$ cat config.mk
export PLATFORM = sky130hd
export DESIGN_NAME = mem_access_sequencer
export DESIGN_NICKNAME = d
export VERILOG_FILES = /design/src/rtl/mem_seq_pkg.sv /design/src/rtl/wait_timer.sv /design/src/rtl/mem_access_sequencer.sv
export SDC_FILE = /design/constraint.sdc
export NUM_CORES = 1
export LEC_CHECK = 0
export CORE_ASPECT_RATIO = 0.5
export CORE_MARGIN = 2
export CORE_UTILIZATION = 43
export DETAILED_ROUTE_END_ITERATION = 16
export GPL_TIMING_DRIVEN = 0
export PLACE_DENSITY = 0.79
export SLEW_MARGIN = 20
export SYNTH_ARGS = -nofsm -noshare
export SYNTH_HDL_FRONTEND = slang
export SYNTH_SLANG_ARGS = --single-unit
$ cat constraint.sdc
create_clock -name clk -period 1.92 [get_ports clk]
set_input_delay 0.384 -clock clk [delete_from_list [all_inputs] [get_ports clk]]
set_output_delay 0.384 -clock clk [all_outputs]
set_load 0.005 [all_outputs]
$ cat src/rtl/mem_seq_pkg.sv
// Shared definitions for the memory access sequencer: FSM encoding and defaults.
package mem_seq_pkg;

  // Sequencer state encoding (2 bits)
  localparam logic [1:0] S_IDLE    = 2'd0;
  localparam logic [1:0] S_IF_WAIT = 2'd1;
  localparam logic [1:0] S_D_WAIT  = 2'd2;

  // Default watchdog limit in wait cycles
  localparam int unsigned TIMEOUT_DEFAULT = 255;

endpackage

$ cat src/rtl/wait_timer.sv
// Wait-cycle watchdog: counts stalled memory cycles and flags when the limit is reached.
module wait_timer #(
  parameter int unsigned TIMEOUT = 255
) (
  input  logic clk,
  input  logic reset,
  input  logic clear,
  input  logic enable,
  output logic hit
);

  localparam int unsigned CNT_W = $clog2(TIMEOUT + 1);

  logic [CNT_W-1:0] count_q;

  // Counter: clear has priority over increment
  always_ff @(posedge clk or negedge reset) begin
    if (!reset) begin
      count_q <= '0;
    end else if (clear) begin
      count_q <= '0;
    end else if (enable) begin
      count_q <= count_q + 1'b1;
    end
  end

  // Limit reached
  always_comb begin
    hit = (count_q == CNT_W'(TIMEOUT));
  end

endmodule

$ cat src/rtl/mem_access_sequencer.sv
// Arbitrates one single-ported memory between instruction fetch and load/store,
// stalling the core while an access is outstanding and aborting stuck accesses.
module mem_access_sequencer
  import mem_seq_pkg::*;
#(
  parameter int unsigned ADDR_W  = 32,
  parameter int unsigned DATA_W  = 32,
  parameter int unsigned TIMEOUT = TIMEOUT_DEFAULT
) (
  input  logic              clk,
  input  logic              reset,
  input  logic              if_req,
  input  logic [ADDR_W-1:0] if_addr,
  output logic [DATA_W-1:0] if_rdata,
  output logic              if_valid,
  input  logic              d_req,
  input  logic              d_we,
  input  logic [ADDR_W-1:0] d_addr,
  input  logic [DATA_W-1:0] d_wdata,
  output logic [DATA_W-1:0] d_rdata,
  output logic              d_valid,
  output logic              err,
  output logic              stall,
  output logic              mem_en,
  output logic              mem_we,
  output logic [ADDR_W-1:0] mem_addr,
  output logic [DATA_W-1:0] mem_wdata,
  input  logic [DATA_W-1:0] mem_rdata,
  input  logic              mem_ready
);

  logic [1:0] state_q;
  logic       waiting;
  logic       timer_clear;
  logic       timer_en;
  logic       timer_hit;

  wait_timer #(
    .TIMEOUT(TIMEOUT)
  ) u_wait_timer (
    .clk   (clk),
    .reset (reset),
    .clear (timer_clear),
    .enable(timer_en),
    .hit   (timer_hit)
  );

  // Watchdog control and core stall; stall drops in the valid cycle so the core advances once
  always_comb begin
    waiting     = (state_q != S_IDLE);
    timer_clear = !waiting || mem_ready || timer_hit;
    timer_en    = waiting && !mem_ready && !timer_hit;
    stall       = waiting || ((if_req || d_req) && !if_valid && !d_valid);
  end

  // FSM and registered memory/requester outputs; valid and err are single-cycle pulses
  always_ff @(posedge clk or negedge reset) begin
    if (!reset) begin
      state_q   <= S_IDLE;
      mem_en    <= 1'b0;
      mem_we    <= 1'b0;
      mem_addr  <= '0;
      mem_wdata <= '0;
      if_rdata  <= '0;
      if_valid  <= 1'b0;
      d_rdata   <= '0;
      d_valid   <= 1'b0;
      err       <= 1'b0;
    end else begin
      if_valid <= 1'b0;
      d_valid  <= 1'b0;
      err      <= 1'b0;
      case (state_q)
        S_IDLE: begin
          // Data path wins over fetch when both request together
          if (d_req) begin
            state_q   <= S_D_WAIT;
            mem_en    <= 1'b1;
            mem_we    <= d_we;
            mem_addr  <= d_addr;
            mem_wdata <= d_wdata;
          end else if (if_req) begin
            state_q  <= S_IF_WAIT;
            mem_en   <= 1'b1;
            mem_we   <= 1'b0;
            mem_addr <= if_addr;
          end
        end
        S_IF_WAIT: begin
          if (mem_ready) begin
            state_q  <= S_IDLE;
            mem_en   <= 1'b0;
            mem_we   <= 1'b0;
            if_rdata <= mem_rdata;
            if_valid <= 1'b1;
          end else if (timer_hit) begin
            state_q  <= S_IDLE;
            mem_en   <= 1'b0;
            mem_we   <= 1'b0;
            if_rdata <= '0;
            if_valid <= 1'b1;
            err      <= 1'b1;
          end
        end
        S_D_WAIT: begin
          if (mem_ready) begin
            state_q <= S_IDLE;
            mem_en  <= 1'b0;
            mem_we  <= 1'b0;
            d_valid <= 1'b1;
            if (!mem_we) begin
              d_rdata <= mem_rdata;
            end
          end else if (timer_hit) begin
            state_q <= S_IDLE;
            mem_en  <= 1'b0;
            mem_we  <= 1'b0;
            d_valid <= 1'b1;
            err     <= 1'b1;
            // Stores keep the last load result
            if (!mem_we) begin
              d_rdata <= '0;
            end
          end
        end
        default: begin
          state_q <= S_IDLE;
          mem_en  <= 1'b0;
          mem_we  <= 1'b0;
        end
      endcase
    end
  end

endmodule

==> results.txt <==
TritonCTS clock tree: done
Synthesis Warnings: 0
Least-Margin Pin Slew: 527.2 ps
critical path fanouts, max: 10
final-report setup violation count: 0
proportion of synthesized chip area in sequential cells: 55.19%
per-cell via count in the routed design: 5.054
share of synthesized flip-flops with an asynchronous set or reset: 100.0%
number of instances in the synthesized netlist: 565
starting DRC count in detailed routing: 306
Pre-Repair DR Iteration Count: 4
category of the critical setup timing path: reg2reg
Clock Latency Late Sink: 420 ps
count of clock tree sinks: 143
Yosys cell types: 44
number of antenna violations at the first check in global routing: 0
capture endpoint of the worst hold path: mem_addr[2]
first-pass GRT wire length: 29.00 mm
detailed-placement wirelength estimate: 13.41 mm
reg2reg end: if_rdata[3]
count of buffers from port buffering: 266
RSZ-0062 raised after global routing: false
per-cell routed wire length: 16.97 um
Reg clk slew, reported paths: 60 ps
CP Capture Type: flip-flop
vias in the first global route: 5645
Placeable Area: 0.01458 mm2
normalized max-slew margin: 64.85%
GPL Wtd Cong: 0.7890
source of the critical timing path: state_q[0]
Layout Nets: 992
Netlist Area Pre-Place: 0.006484 mm2
crit share post-route: 93.34%
root buffer selected by CTS: clkbuf_16
primary flip-flop cell chosen by synthesis mapping: dfrtp_1
die height: 90.83 um
data arrival time of the worst path: 2090 ps
IR drop worst, VDD: 0.6932 mV
starting utilization of the core area: 44.46%
crit start category: flip-flop
portion of synthesized cell area occupied by the leading cell type: 55.19%
Cell Rows: 31
PnR Total Power: 15.30 mW
H-tree lvl count: 4
startpoint of the lowest-slack register-to-register path: state_q[0]
overflow left after global routing: 0
nets in the synthesized netlist: 703
Worst Path Required: 2210 ps
area leader, netlist: dfrtp_1
filler instances: 1085
I/O pin count: 268
Mapped Avg Cell Area: 11.48 um2
GRT Total Usage: 22.83%
sum of routed wire length over all layers: 18.07 mm
Inserted Clock Buffers: 17
synth-to-layout area growth: 55.79%
pin count of the biggest net entering global routing: 76
number of enable-type register cells in the synthesized netlist: 0
leakage: 4.572 nW
Register-to-Register Setup Slack: 130 ps
Max-cap violations: 0
pwr/cell area: 1514 mW/mm2
synth top area cells: dfrtp_1 (55%), mux2_2 (5.6%), o21ai_2 (5.4%)
Min-Delay Path Depth: 3
full die area: 0.01614 mm2
fraction of final layout cells with drive strength greater than 1: 17.42%
DRC viols: 0
final period demand of the worst path: 1792 ps
type of the most critical hold path: in2reg
Max Buffers Root-to-Sink: 2
Setup TNS Final: 0 ps
post-route antenna net violation count: 0
die extent in x: 177.7 um
max-slew violation total from the final report: 0
final-report hold violation count: 0
status: completed
DR vias: 5382
maximum clock frequency: 558.0 MHz
Hold Crit Start: d_req
count of state elements after synthesis: 143
Worst R2R Path Depth: 7
worst-case clock skew: 11.79 ps
Antenna diodes: 0
-- registers in the layout, summed over array words and instances (netlist names), 2 cells and up --
name and cells:
d_rdata 32, mem_addr 32, mem_wdata 32, state_q 2
u_wait_timer.count_q 8, if_rdata 32
-- cell families after synthesis --
kind of cell,Yosys count,synth area share [%]
xor+xnor,3,0.4053
compound gates,178,19.88
fa+ha+maj,4,0.7719
flops,143,55.19
simple gates,68,5.017
buf+inv,105,8.240
mux,64,10.50
-- worst max-delay path, cell delays in order, from the launching register on --
cell and delay [ps]:
dfrtp_1 390, buf_4 150, ha_1 290, and2_1 170, buf_2 150, buf_2 200
a2bb2oi_1 240, o21ai_2 80
-- area by class of cell --
type | instances | area, um2 | area share, %
multi-input cells | 317 | 2390 | 23.66
repair buffers | 271 | 2721 | 26.94
clock buffers | 21 | 470.5 | 4.658
flip-flops and latches | 143 | 3578 | 35.43
clock inverters | 11 | 152.6 | 1.511
well taps | 198 | 247.7 | 2.453
plain buffers | 35 | 281.5 | 2.787
inverters | 69 | 259.0 | 2.564
-- worst max-delay path by stage --
stage                          endpoint  slack, ps  cells past startpoint
after floorplan           mem_wdata[10]        390                      6
after global placement     if_rdata[13]      -5280                      1
after detailed placement          stall       -330                      4
after CTS                         stall         50                      5
after global routing         d_rdata[3]         30                      6
final                       if_rdata[3]        130                      7
-- power by group --
group / internal (mW) / switching [mW]
combinational: 4.02 / 2.72
sequential: 4.31 / 0.778
clock: 2.16 / 1.32
total: 10.5 / 4.81
-- per-stage QoR --
stage	worst slack [ps]	hold WS, ps	utilization, %	instance area [um2]	instances
5_1_grt	32.09	451.7	69.26	10100	1065
3_5_place_dp	-331.2	385.1	64.64	9427	1030
3_3_place_gp	-5277	460.7	64.41	9394	1029
6_report	127.9	422.2	69.26	10100	1065
4_1_cts	45.37	426.3	69.16	10090	1066
2_1_floorplan	385.9	88.41	-	6484	565
-- cells in the mapped netlist, drive strengths merged (2+ instances only) --
| cell type | number |
|---|---|
| dfrtp | 143 |
| o21ai | 102 |
| inv | 69 |
| nand2 | 36 |
| a22oi | 32 |
| a2bb2oi | 32 |
| mux2 | 32 |
| mux2i | 32 |
| buf | 25 |
| clkbuf | 11 |
| nor2 | 8 |
| ha | 4 |
| nand2b | 4 |
| a21oi | 3 |
| and2 | 3 |
| nand3 | 3 |
| nor3 | 3 |
| or3 | 3 |
| a221oi | 2 |
| and3 | 2 |
| nand4 | 2 |
| xnor2 | 2 |
-- layout by cell type (no fill, tap or decap), types with 4 or more instances in the layout --
cell	count
clkbuf_16	17
buf_6	4
clkdlybuf4s50_1	263
buf_2	12
mux2i_1	32
ha_1	4
o21ai_1	10
buf_4	7
o21ai_0	51
a2bb2oi_1	29
clkbuf_1	4
a22oi_1	32
mux2_2	32
clkbuf_2	8
dfrtp_1	143
o21ai_2	40
inv_1	69
nand2b_1	4
buf_12	5
nor2_1	8
nand2_1	35
-- layer usage --
metal	share of wire [%]	vias up	track usage (%)
met4	2.3	0	8.470
met5	0	-	0
li1	-	2544	-
met1	41	2649	27.97
met2	51	154	39.34
met3	5.8	35	5.219
-- repair_timing --
item,in CTS,in global routing
endpoints found under the hold margin,68,0
setup buffers,3,0
endpoints found under the setup margin,1,30
cloned,0,0
hold buffers,1,0
pin swaps,0,0
gates resized for setup,4,11
Note: power is estimated with default switching activity, not from simulation.
